### config.mk
export PLATFORM = sky130hd
export DESIGN_NAME = truth_table_sweeper
export DESIGN_NICKNAME = d
export VERILOG_FILES = /design/src/rtl/truth_table_sweeper.sv
export SDC_FILE = /design/constraint.sdc
export NUM_CORES = 1
export LEC_CHECK = 0
export CAP_MARGIN = 20
export CELL_PAD_IN_SITES_DETAIL_PLACEMENT = 0
export CELL_PAD_IN_SITES_GLOBAL_PLACEMENT = 1
export CORE_MARGIN = 3
export CORE_UTILIZATION = 45
export DETAILED_ROUTE_END_ITERATION = 16
export PLACE_DENSITY_LB_ADDON = 0.05
export SLEW_MARGIN = 40
export SYNTH_ARGS = -nofsm -noshare
export SYNTH_HDL_FRONTEND = slang
export SYNTH_SLANG_ARGS = --single-unit
### constraint.sdc
create_clock -name clk -period 5.7 [get_ports clk]
set_input_delay 1.14 -clock clk [delete_from_list [all_inputs] [get_ports clk]]
set_output_delay 1.14 -clock clk [all_outputs]
set_load 0.005 [all_outputs]
### src/rtl/truth_table_sweeper.sv
// Sweeps A/B/C through all eight input combinations, captures F into a truth table
// and scores it against an expected table (mismatch count, first failing index, pass).
module truth_table_sweeper #(
  parameter int unsigned SETTLE_CYCLES = 4,
  parameter logic [7:0]  EXPECTED      = 8'h97
) (
  input  logic       clk,
  input  logic       rst_n,
  input  logic       start,
  input  logic       f_in,
  output logic       a_out,
  output logic       b_out,
  output logic       c_out,
  output logic       busy,
  output logic       done,
  output logic       pass,
  output logic [7:0] truth_table,
  output logic [3:0] mismatch_count,
  output logic [2:0] first_fail_idx
);

  localparam int unsigned CNT_W = 8;
  localparam int unsigned IDX_W = 3;
  localparam int unsigned MM_W  = 4;
  localparam logic [CNT_W-1:0] SETTLE_LOAD = CNT_W'(SETTLE_CYCLES - 1);
  localparam logic [IDX_W-1:0] LAST_IDX    = IDX_W'(7);

  typedef enum logic [1:0] {
    S_IDLE   = 2'd0,
    S_SETTLE = 2'd1,
    S_SAMPLE = 2'd2,
    S_DONE   = 2'd3
  } state_t;

  state_t           r_state,      w_state_nxt;
  logic             r_start_q;
  logic [IDX_W-1:0] r_idx,        w_idx_nxt;
  logic [CNT_W-1:0] r_settle_cnt, w_settle_cnt_nxt;
  logic [7:0]       r_tt,         w_tt_nxt;
  logic [MM_W-1:0]  r_mm,         w_mm_nxt;
  logic [IDX_W-1:0] r_ffi,        w_ffi_nxt;
  logic             r_busy,       w_busy_nxt;
  logic             r_done,       w_done_nxt;
  logic             r_pass,       w_pass_nxt;
  logic             w_start_edge;

  assign w_start_edge = start & ~r_start_q;

  // start_q resets high so a start held through reset release is not an edge
  always_ff @(posedge clk or negedge rst_n) begin
    if (!rst_n) begin
      r_state      <= S_IDLE;
      r_start_q    <= 1'b1;
      r_idx        <= '0;
      r_settle_cnt <= '0;
      r_tt         <= '0;
      r_mm         <= '0;
      r_ffi        <= '0;
      r_busy       <= 1'b0;
      r_done       <= 1'b0;
      r_pass       <= 1'b0;
    end else begin
      r_state      <= w_state_nxt;
      r_start_q    <= start;
      r_idx        <= w_idx_nxt;
      r_settle_cnt <= w_settle_cnt_nxt;
      r_tt         <= w_tt_nxt;
      r_mm         <= w_mm_nxt;
      r_ffi        <= w_ffi_nxt;
      r_busy       <= w_busy_nxt;
      r_done       <= w_done_nxt;
      r_pass       <= w_pass_nxt;
    end
  end

  always_comb begin
    w_state_nxt      = r_state;
    w_idx_nxt        = r_idx;
    w_settle_cnt_nxt = r_settle_cnt;
    w_tt_nxt         = r_tt;
    w_mm_nxt         = r_mm;
    w_ffi_nxt        = r_ffi;
    w_busy_nxt       = r_busy;
    w_done_nxt       = r_done;

    case (r_state)
      S_IDLE, S_DONE: begin
        if (w_start_edge) begin
          w_state_nxt      = S_SETTLE;
          w_idx_nxt        = '0;
          w_settle_cnt_nxt = SETTLE_LOAD;
          w_tt_nxt         = '0;
          w_mm_nxt         = '0;
          w_ffi_nxt        = '0;
          w_busy_nxt       = 1'b1;
          w_done_nxt       = 1'b0;
        end
      end
      S_SETTLE: begin
        if (r_settle_cnt == '0) begin
          w_state_nxt = S_SAMPLE;
        end else begin
          w_settle_cnt_nxt = r_settle_cnt - CNT_W'(1);
        end
      end
      S_SAMPLE: begin
        w_tt_nxt[r_idx] = f_in;
        if (f_in != EXPECTED[r_idx]) begin
          w_mm_nxt = r_mm + MM_W'(1);
          if (r_mm == '0) w_ffi_nxt = r_idx;
        end
        if (r_idx == LAST_IDX) begin
          w_state_nxt = S_DONE;
          w_busy_nxt  = 1'b0;
          w_done_nxt  = 1'b1;
        end else begin
          w_idx_nxt        = r_idx + IDX_W'(1);
          w_settle_cnt_nxt = SETTLE_LOAD;
          w_state_nxt      = S_SETTLE;
        end
      end
      default: w_state_nxt = S_IDLE;
    endcase

    w_pass_nxt = w_done_nxt && (w_mm_nxt == '0);
  end

  assign a_out          = r_idx[2];
  assign b_out          = r_idx[1];
  assign c_out          = r_idx[0];
  assign busy           = r_busy;
  assign done           = r_done;
  assign pass           = r_pass;
  assign truth_table    = r_tt;
  assign mismatch_count = r_mm;
  assign first_fail_idx = r_ffi;

endmodule
==> metrics.yaml, run 1 <==
detailed_routing:
  first_pass_iters: 4
  drtAntennaViolNets: 0
  vias_per_cell: 5.41
  first_iter_violations: 64
  routed_wl_microns: 3600
  wl_per_cell_microns: 14.2
  drc: 0
  vias: 1375
global_routing:
  grt.busiest_layer: "met2"
  grt_usage_pct: 17.1
  grt_pass1_vias: 1319
  grt_max_degree: 33
  grt_util_met3_pct: 5.35
  grt_use_met2_pct: 26.5
  overflow: 0
  antenna_found_initial: 0
  use_met1_pct: 22.2
  grt_pass1_wl_microns: 5980
floorplan:
  die_area_sq_mm: 0.00473
  row_count: 22
  io_pins: 25
  die_h_microns: 68.7
  core_sq_mm: 0.00372
  die_w_microns: 68.7
  initial_core_util_pct: 47.7
clocking:
  cts-root-buf: "clkbuf_8"
  ctsResizeCount: 0
  ctsHtreeMaxLevel: 2
  cts_buffers: 5
  hold_buffers: 0
  cts.sinks: 32
  cts_setup_buffers: 0
  clockBufferDepth: 2
  cts_tree: "done"
  clkTransAtPathRegs_ns: 0.07
  insertion_delay_ns: 0.28
final_layout:
  area_growth_pct: 21.0
  n_fill_cell: 346
  fin_cells: 254
  antennaDiodeCount: 0
  fin_nets: 219
  final_util_pct: 57.7
  drive_above_1_share_pct: 7.77
sta:
  finalSetupViolCount: 0
  fmax_mhz: 374
  slew_viol_final: 0
  maxSlewHeadroom_pct: 52.9
  finClkSkew_ns: 0.00519
  worst_pin_slew_ns: 0.702
  rsz0062_at_grt: "no"
  finalCritPeriodShare_pct: 46.9
  hold_viol_final: 0
  finalSetupTns_ns: 0
  finalCriticalPeriod_ns: 2.67
hold_path:
  min_to: "r_settle_cnt[0]"
  worstHoldPathCells: 1
  hold_start: "r_settle_cnt[0]"
  holdCritPathClass: "flip-flop to flip-flop"
worst_setup_path:
  setup.worst_path.class: "input pin to flip-flop"
  worst_path_max_delay_cell: "clkdlybuf4s50_1"
  critPathLaunchType: "input pin"
  crit_buf_inv: 1
  reg2reg_to: "pass"
  r2r_cells: 6
  end_kind: "flip-flop"
  r2r-start: "r_idx[1]"
  cp_top_family: "simple AND/OR/NAND/NOR gates"
  crit_path_cell_trace: "clkdlybuf4s50_1 > nor2b_1 > mux2i_1 > nand2b_1 > nor3b_1 > mux2i_1"
  rrSetupSlack_ns: 3.45
  critPathMaxFanout: 7
  crit_top_cell: "mux2i_1"
  required_ns: 5.90
  max_stage_delay_ns: 0.50
  worst_ep_arrival_time_ns: 2.87
synth:
  yosysTopAreaCellShare_pct: 43.8
  synth_area_leader_cell: "dfrtp_1"
  synth.avg_cell_area_sq_um: 9.84
  ys_seq_elements: 32
  synthTopCellsByCount: "dfrtp_1, nand2_1, nor2_1"
  synthTopCellsByArea: "dfrtp_1, mux2i_1, ha_1"
  seq_area_frac_synth_pct: 45.3
  synth_cell_type_count: 43
  synth_flop_cell: "dfrtp_1"
  yosysWarnings: 0
  yosysMostFrequentCell: "dfrtp_1"
  netlist_instances: 180
  ys_async_sr_fraction_pct: 100
  synthesis.nets: 194
  synth_edf_count: 0
  syn_area_sq_mm: 0.00177
power:
  ir_drop_uv: 289
  p_leak_nw: 0.987
  p_per_area_mw_per_mm2: 433
status:
  status: "finished, final reports clean"
placed_design:
  portBuffers: 24
  dp.cells: 246
  gp_congestion: 0.846
  dp_hpwl_microns: 2600
run:
  cap_violations: 0
## worst register-to-register path, stage by stage (launching register included)
cell and delay, ns:
dfrtp_1 0.62, ha_1 0.36, mux2i_4 0.20, xor2_2 0.29, a21oi_1 0.11, a211o_1 0.30
nor4_2 0.27
## final cells by class
class	instances	area, sq um	share of cell area (%)
multi-input combinational	131	905	42.2
sequential	32	802	37.4
timing repair buffer	25	248	11.6
clock buffer	6	82.6	3.85
tap	48	60.1	2.80
inverter	10	37.5	1.75
clock inverter	2	10.0	0.467
## metal layers
metal | vias up | share of wire, %
met1 | 651 | 48
met5 | - | 0
met4 | 0 | 1.7
li1 | 685 | -
met3 | 6 | 5.1
met2 | 33 | 45
## per-stage QoR
stage | setup WS [ns] | hold slack (ns) | power (W) | instance area [sq um]
6_report | 3.03 | 0.498 | 0.000928 | 2140
5_1_grt | 2.84 | 0.544 | 0.00100 | 2140
4_1_cts | 3.01 | 0.499 | 0.000939 | 2140
3_5_place_dp | 2.71 | 0.490 | 0.000753 | 2050
3_3_place_gp | 2.77 | 0.479 | 0.000742 | 2050
2_1_floorplan | 3.47 | 0.462 | 0.000605 | 1770
## logic make-up (layout without fill, tap and decap cells)
| family | after synthesis | after routing | share of synthesized area (%) |
|---|---|---|---|
| xor gates and xnor gates | 7 | 7 | 3.88 |
| AOI/OAI and AO/OA | 30 | 30 | 11.1 |
| DFF | 32 | 32 | 45.3 |
| adders and majority gates | 10 | 10 | 7.06 |
| muxes | 14 | 14 | 8.62 |
| buffers and inverters | 17 | 43 | 3.67 |
| and+or+nand+nor | 70 | 70 | 20.4 |
## how the worst max path moves through the flow
stage	startpoint	end	slack (ns)	cells past startpoint
floorplan	start	truth_table[5]	3.47	5
CTS	r_idx[2]	a_out	3.01	1
global placement	start	truth_table[5]	2.77	6
detailed placement	start	truth_table[5]	2.71	6
finish	start	truth_table[5]	3.03	6
global route	start	truth_table[5]	2.84	6
## power by group
| group | leakage (nW) | total [W] | internal (W) | switching [W] |
|---|---|---|---|---|
| Combinational | 0.511 | 0.000394 | 0.000176 | 0.000218 |
| Sequential | 0.425 | 0.000355 | 0.000290 | 0.0000649 |
| Clock | 0.0510 | 0.000179 | 0.0000962 | 0.0000830 |
## registers in the layout, indices dropped and copies added (netlist names), 2 cells and up
name and count:
r_idx 3, mismatch_count 4, first_fail_idx 3, truth_table 8, r_state 2, r_settle_cnt 8
## layout by cell type, fill, tap and decap left out, drive strengths merged, types with 2 or more instances in the layout
| cell type | count |
|---|---|
| nand2b | 3 |
| nor3 | 3 |
| o22ai | 2 |
| mux2i | 14 |
| clkinv | 2 |
| nand3 | 5 |
| o21ai | 9 |
| xor2 | 7 |
| a21oi | 6 |
| nand4b | 4 |
| nor4 | 2 |
| clkdlybuf4s50 | 24 |
| nor3b | 2 |
| a22oi | 2 |
| inv | 10 |
| dfrtp | 31 |
| nand2 | 22 |
| and3 | 2 |
| nor2 | 14 |
| ha | 10 |
| nand4 | 5 |
| nand3b | 3 |
| clkbuf | 6 |
| nor2b | 2 |
Power figures use the tool's default switching activity.
==> run 2, diff against run 1 <==
- CORE_UTILIZATION: 45 -> 38
- clock period: 5.7 -> 2.35 ns (I/O delays scaled with it)
==> metrics.yaml, run 2 (synthesis gave the netlist of run 1 again) <==
detailed_routing:
  first_iter_violations: 100  # was 64
  first_pass_iters: 4  # unchanged
  wl_per_cell_microns: 14.3  # was 14.2 microns
  drc: 0  # unchanged
  drtAntennaViolNets: 0  # unchanged
  vias: 1435  # was 1375
  routed_wl_microns: 3830  # was 3600 microns
  vias_per_cell: 5.37  # was 5.41
clocking:
  ctsResizeCount: 0  # unchanged
  clockBufferDepth: 2  # unchanged
  cts_setup_buffers: 0  # unchanged
  ctsHtreeMaxLevel: 2  # unchanged
  insertion_delay_ns: 0.28  # about the same
  clkTransAtPathRegs_ns: 0.07  # about the same
  cts-root-buf: "clkbuf_8"  # unchanged
  hold_buffers: 0  # unchanged
  cts.sinks: 32  # unchanged
  cts_buffers: 5  # unchanged
  cts_tree: "done"  # unchanged
sta:
  maxSlewHeadroom_pct: 70.7  # was 52.9%
  finalCriticalPeriod_ns: 2.09
  rsz0062_at_grt: "no"  # unchanged
  finalSetupTns_ns: 0  # unchanged
  fin_ws_ns: 0.261  # was 3.03 ns
  fmax_mhz: 479
  finalSetupViolCount: 0  # unchanged
  hold_viol_final: 0  # unchanged
  slew_viol_final: 0  # unchanged
  finalCritPeriodShare_pct: 88.9
  worst_pin_slew_ns: 0.427  # was 0.702 ns
  finClkSkew_ns: 0.00916  # was 0.00519 ns
final_layout:
  drive_above_1_share_pct: 11.6  # was 7.77%
  area_growth_pct: 27.0  # was 21.0%
  antennaDiodeCount: 0  # unchanged
  final_cell_mix: "dfrtp_1, clkdlybuf4s50_1, nand2_1, nor2_1, mux2i_1"  # unchanged
  n_fill_cell: 411  # was 346
  fin_nets: 228  # was 219
  final_common_cell: "dfrtp_1"  # unchanged
power:
  p_leak_nw: 1.05  # was 0.987 nW
  ir_drop_uv: 729  # was 289 uV
  p_per_area_mw_per_mm2: 1100  # was 433 mW/mm^2
global_routing:
  antenna_found_initial: 0  # unchanged
  overflow: 0  # unchanged
  grt_pass1_vias: 1396  # was 1319
  grt_usage_pct: 15.6  # was 17.1%
  grt_use_met2_pct: 24.2  # was 26.5%
  grt_util_met3_pct: 4.05  # was 5.35%
  grt_max_degree: 33  # unchanged
  use_met1_pct: 21.6  # was 22.2%
  grt.busiest_layer: "met2"  # unchanged
  grt_pass1_wl_microns: 6570  # was 5980 microns
worst_setup_path:
  crit_cells: 6  # unchanged
  crit_buf_inv: 0  # was 1
  startpoint: "r_idx[1]"  # was start
  setup.worst_path.class: "flip-flop to flip-flop"  # was input pin to flip-flop
  critPathLaunchType: "flip-flop"  # was input pin
  critPathMaxFanout: 6  # was 7
  worst_path_max_delay_cell: "dfrtp_1"  # was clkdlybuf4s50_1
  endpoint: "pass"  # was truth_table[5]
  crit_path_cell_trace: "ha_1 > mux2i_4 > xor2_2 > a21oi_1 > a211o_1 > nor4_2"  # was clkdlybuf4s50_1 > nor2b_1 > mux2i_1 > nand2b_1 > nor3b_1 > mux2i_1
  end_kind: "flip-flop"  # unchanged
  reg2reg_to: "pass"  # unchanged
  r2r_cells: 6  # unchanged
  worst_ep_arrival_time_ns: 2.27  # was 2.87 ns
  rrSetupSlack_ns: 0.26  # was 3.45 ns
  r2r-start: "r_idx[1]"  # unchanged
  max_stage_delay_ns: 0.43  # was 0.50 ns
  cp_top_family: "flip-flops"  # was simple AND/OR/NAND/NOR gates
  required_ns: 2.53  # was 5.90 ns
placed_design:
  dp_hpwl_microns: 2790  # was 2600 microns
  gp_congestion: 0.843  # was 0.846
  portBuffers: 24  # unchanged
  pre_cts_slack_ns: 0.153  # was 2.71 ns
floorplan:
  die_area_sq_mm: 0.00552  # was 0.00473 sq mm
  initial_core_util_pct: 40.1  # was 47.7%
  row_count: 24  # was 22
  io_pins: 25  # unchanged
  die_w_microns: 74.3  # was 68.7 microns
  die_h_microns: 74.3  # was 68.7 microns
  core_sq_mm: 0.00441  # was 0.00372 sq mm
run:
  cap_violations: 0  # unchanged
status:
  status: "finished, final reports clean"  # unchanged
hold_path:
  holdCritPathClass: "flip-flop to flip-flop"  # unchanged
==> run 2: changes by cell type in the layout (fill, tap and decap cells not counted), sizes merged <==
cell / before / now
clkinv: 2 / 0
clkbuf: 6 / 7
buf: 1 / 10
bufinv: 0 / 1
==> run 2: worst min-delay path: stages (launching register included) <==
cell and delay [ns]:
dfrtp_1 0.36, nand2_1 0.05, o21ai_1 0.06
==> run 2: through the flow <==
| stage | instances | instance area (sq um) | util [%] | hold slack (ns) | power [W] |
|---|---|---|---|---|---|
| final | 267 | 2250 | 51.0 | 0.505 | 0.00248 |
| after CTS | 267 | 2250 | 51.0 | 0.498 | 0.00250 |
| after global routing | 267 | 2250 | 51.0 | 0.541 | 0.00268 |
| after detailed placement | 259 | 2120 | 48.1 | 0.489 | 0.00192 |
| after floorplan | 180 | 1770 | - | 0.174 | 0.00147 |
| after global placement | 259 | 2120 | 48.1 | 0.473 | 0.00189 |
==> run 2: area by class of cell <==
class	count	area (sq um)	area share (%)
Clock buffer	7	96.3	4.28
Tap cell	52	65.1	2.89
Clock inverter	1	30.0	1.33
Timing Repair Buffer	34	315	14.0
Sequential cell	32	802	35.6
Multi-Input combinational cell	131	905	40.2
Inverter	10	37.5	1.67
==> run 2: where the power goes <==
part	switching (W)	leakage (nW)	internal, W
combinational	0.000575	0.556	0.000495
clock	0.000198	0.0645	0.000374
sequential	0.000131	0.425	0.000703
total	0.000903	1.05	0.00157
==> run 2: worst min-delay path by stage <==
stage	from	depth (start not counted)	slack (ns)	to
2_1_floorplan	rst_n	0	0.17	busy
3_3_place_gp	r_settle_cnt[0]	1	0.47	r_settle_cnt[0]
3_5_place_dp	r_settle_cnt[0]	1	0.49	r_settle_cnt[0]
4_1_cts	r_settle_cnt[0]	1	0.50	r_settle_cnt[0]
5_1_grt	r_settle_cnt[0]	1	0.54	r_settle_cnt[0]
6_report	first_fail_idx[0]	2	0.51	first_fail_idx[0]
==> run 2: metal layers <==
metal / wire length, microns / share of wire [%]
met1: 1920 / 50
met5: 0 / 0
met4: 24 / 0.63
met2: 1740 / 45
met3: 151 / 3.9
==> run 3, diff against run 2 <==
- CELL_PAD_IN_SITES_DETAIL_PLACEMENT: 0 -> 2
- CELL_PAD_IN_SITES_GLOBAL_PLACEMENT: 1 -> 2
- CORE_UTILIZATION: 38 -> 31
- GPL_ROUTABILITY_DRIVEN: unset -> 0
==> metrics.yaml, run 3 (synthesis gave the netlist of run 1 again) <==
clocking:
  hold_buffers: 0  # unchanged
  ctsResizeCount: 0  # unchanged
  clkTransAtPathRegs_ns: 0.07  # about the same
  cts.sinks: 32  # unchanged
  cts_setup_buffers: 0  # unchanged
  insertion_delay_ns: 0.28  # about the same
  ctsHtreeMaxLevel: 2  # unchanged
  cts_tree: "done"  # unchanged
  clockBufferDepth: 2  # unchanged
  cts_buffers: 5  # unchanged
  cts-root-buf: "clkbuf_8"  # unchanged
sta:
  holdWs_ns: 0.509  # was 0.505 ns
  maxSlewHeadroom_pct: 68.1  # was 70.7%
  worst_pin_slew_ns: 0.465  # was 0.427 ns
  slew_viol_final: 0  # unchanged
  finalCritPeriodShare_pct: 90.8  # was 88.9%
  fmax_mhz: 469  # was 479 MHz
  hold_viol_final: 0  # unchanged
  rsz0062_at_grt: "no"  # unchanged
  finalSetupViolCount: 0  # unchanged
  finClkSkew_ns: 0.00995  # was 0.00916 ns
  finalSetupTns_ns: 0  # unchanged
  finalCriticalPeriod_ns: 2.13  # was 2.09 ns
detailed_routing:
  routed_wl_microns: 4940  # was 3830 microns
  vias: 1503  # was 1435
  drc: 0  # unchanged
  first_iter_violations: 45  # was 100
  first_pass_iters: 4  # unchanged
  wl_per_cell_microns: 17.4  # was 14.3 microns
  drtAntennaViolNets: 0  # unchanged
  vias_per_cell: 5.29  # was 5.37
final_layout:
  final_common_cell: "dfrtp_1"  # unchanged
  drive_above_1_share_pct: 10.3  # was 11.6%
  n_fill_cell: 585  # was 411
  final_cell_mix: "dfrtp_1, clkdlybuf4s50_1, nand2_1, nor2_1, mux2i_1"  # unchanged
  fin_cells: 284  # was 267
  postLayoutCellArea_sq_mm: 0.00223  # was 0.00225 sq mm
  area_growth_pct: 25.8  # was 27.0%
  antennaDiodeCount: 0  # unchanged
  fin_nets: 227  # was 228
global_routing:
  grt_usage_pct: 16.6  # was 15.6%
  grt_max_degree: 33  # unchanged
  grt_pass1_vias: 1658  # was 1396
  antenna_found_initial: 0  # unchanged
  overflow: 0  # unchanged
  grt_pass1_wl_microns: 8280  # was 6570 microns
placed_design:
  dp.cells: 276  # was 259
  dp_hpwl_microns: 3720  # was 2790 microns
  portBuffers: 24  # unchanged
  dpl_cell_area_sq_mm: 0.00214  # was 0.00212 sq mm
power:
  p_leak_nw: 1.02  # was 1.05 nW
  ir_drop_uv: 442  # was 729 uV
  p_per_area_mw_per_mm2: 1080  # was 1100 mW/mm^2
worst_setup_path:
  end_kind: "flip-flop"  # unchanged
  required_ns: 2.53  # about the same
  critPathLaunchType: "flip-flop"  # unchanged
  worst_ep_arrival_time_ns: 2.31  # was 2.27 ns
  setup.worst_path.class: "flip-flop to flip-flop"  # unchanged
  critPathMaxFanout: 6  # unchanged
floorplan:
  core_sq_mm: 0.00530  # was 0.00441 sq mm
  die_w_microns: 81.6  # was 74.3 microns
  row_count: 26  # was 24
  io_pins: 25  # unchanged
  die_h_microns: 81.6  # was 74.3 microns
  die_area_sq_mm: 0.00666  # was 0.00552 sq mm
  initial_core_util_pct: 33.4  # was 40.1%
hold_path:
  holdCritPathClass: "flip-flop to flip-flop"  # unchanged
status:
  status: "finished, final reports clean"  # unchanged
run:
  cap_violations: 0  # unchanged
## run 3: final cells by class
| class | count | area (sq um) | share of cell area, % |
|---|---|---|---|
| multi-input combinational | 131 | 905 | 40.6 |
| tap | 70 | 87.6 | 3.93 |
| clock buffer | 8 | 90.1 | 4.04 |
| sequential | 32 | 802 | 36.0 |
| timing repair buffer | 33 | 308 | 13.8 |
| inverter | 10 | 37.5 | 1.68 |
## run 3: through the flow
stage / utilization, % / worst slack, ns / power (W)
4_1_cts: 42.0 / 0.165 / 0.00244
3_5_place_dp: 40.3 / 0.106 / 0.00198
3_3_place_gp: 40.3 / 0.163 / 0.00192
2_1_floorplan: - / 0.405 / 0.00147
5_1_grt: 42.0 / 0.0609 / 0.00260
6_report: 42.0 / 0.217 / 0.00240
## run 3: worst max-delay path, cell delays in order (launching register included)
cell and delay (ns):
dfrtp_1 0.43, ha_1 0.35, mux2i_4 0.22, xor2_2 0.32, a21oi_1 0.12, a211o_1 0.31
nor4_2 0.28
## run 3: where the power goes
group | switching (W) | internal (W) | leakage (nW)
clock | 0.000201 | 0.000239 | 0.0455
sequential | 0.000139 | 0.000703 | 0.425
combinational | 0.000628 | 0.000491 | 0.552
## run 3: metal layers
layer,GRT usage [%],vias to the layer above,wire (microns)
li1,-,704,-
met5,0,-,0
met3,2.85,7,177
met2,29.5,26,2520
met1,19.9,766,2180
met4,6.48,0,63
## run 3: worst paths after layout
path | from | end | slack, ns | cells after the start
worst max register to register | r_idx[0] | pass | 0.22 | 6
worst min-delay path | r_settle_cnt[0] | r_settle_cnt[0] | 0.51 | 1
worst min register to register | r_settle_cnt[0] | r_settle_cnt[0] | 0.51 | 1
max in group asynchronous | rst_n | r_start_q | 1.42 | 2
min in group asynchronous | rst_n | r_settle_cnt[3] | 0.60 | 2
worst max-delay path | r_idx[0] | pass | 0.22 | 6
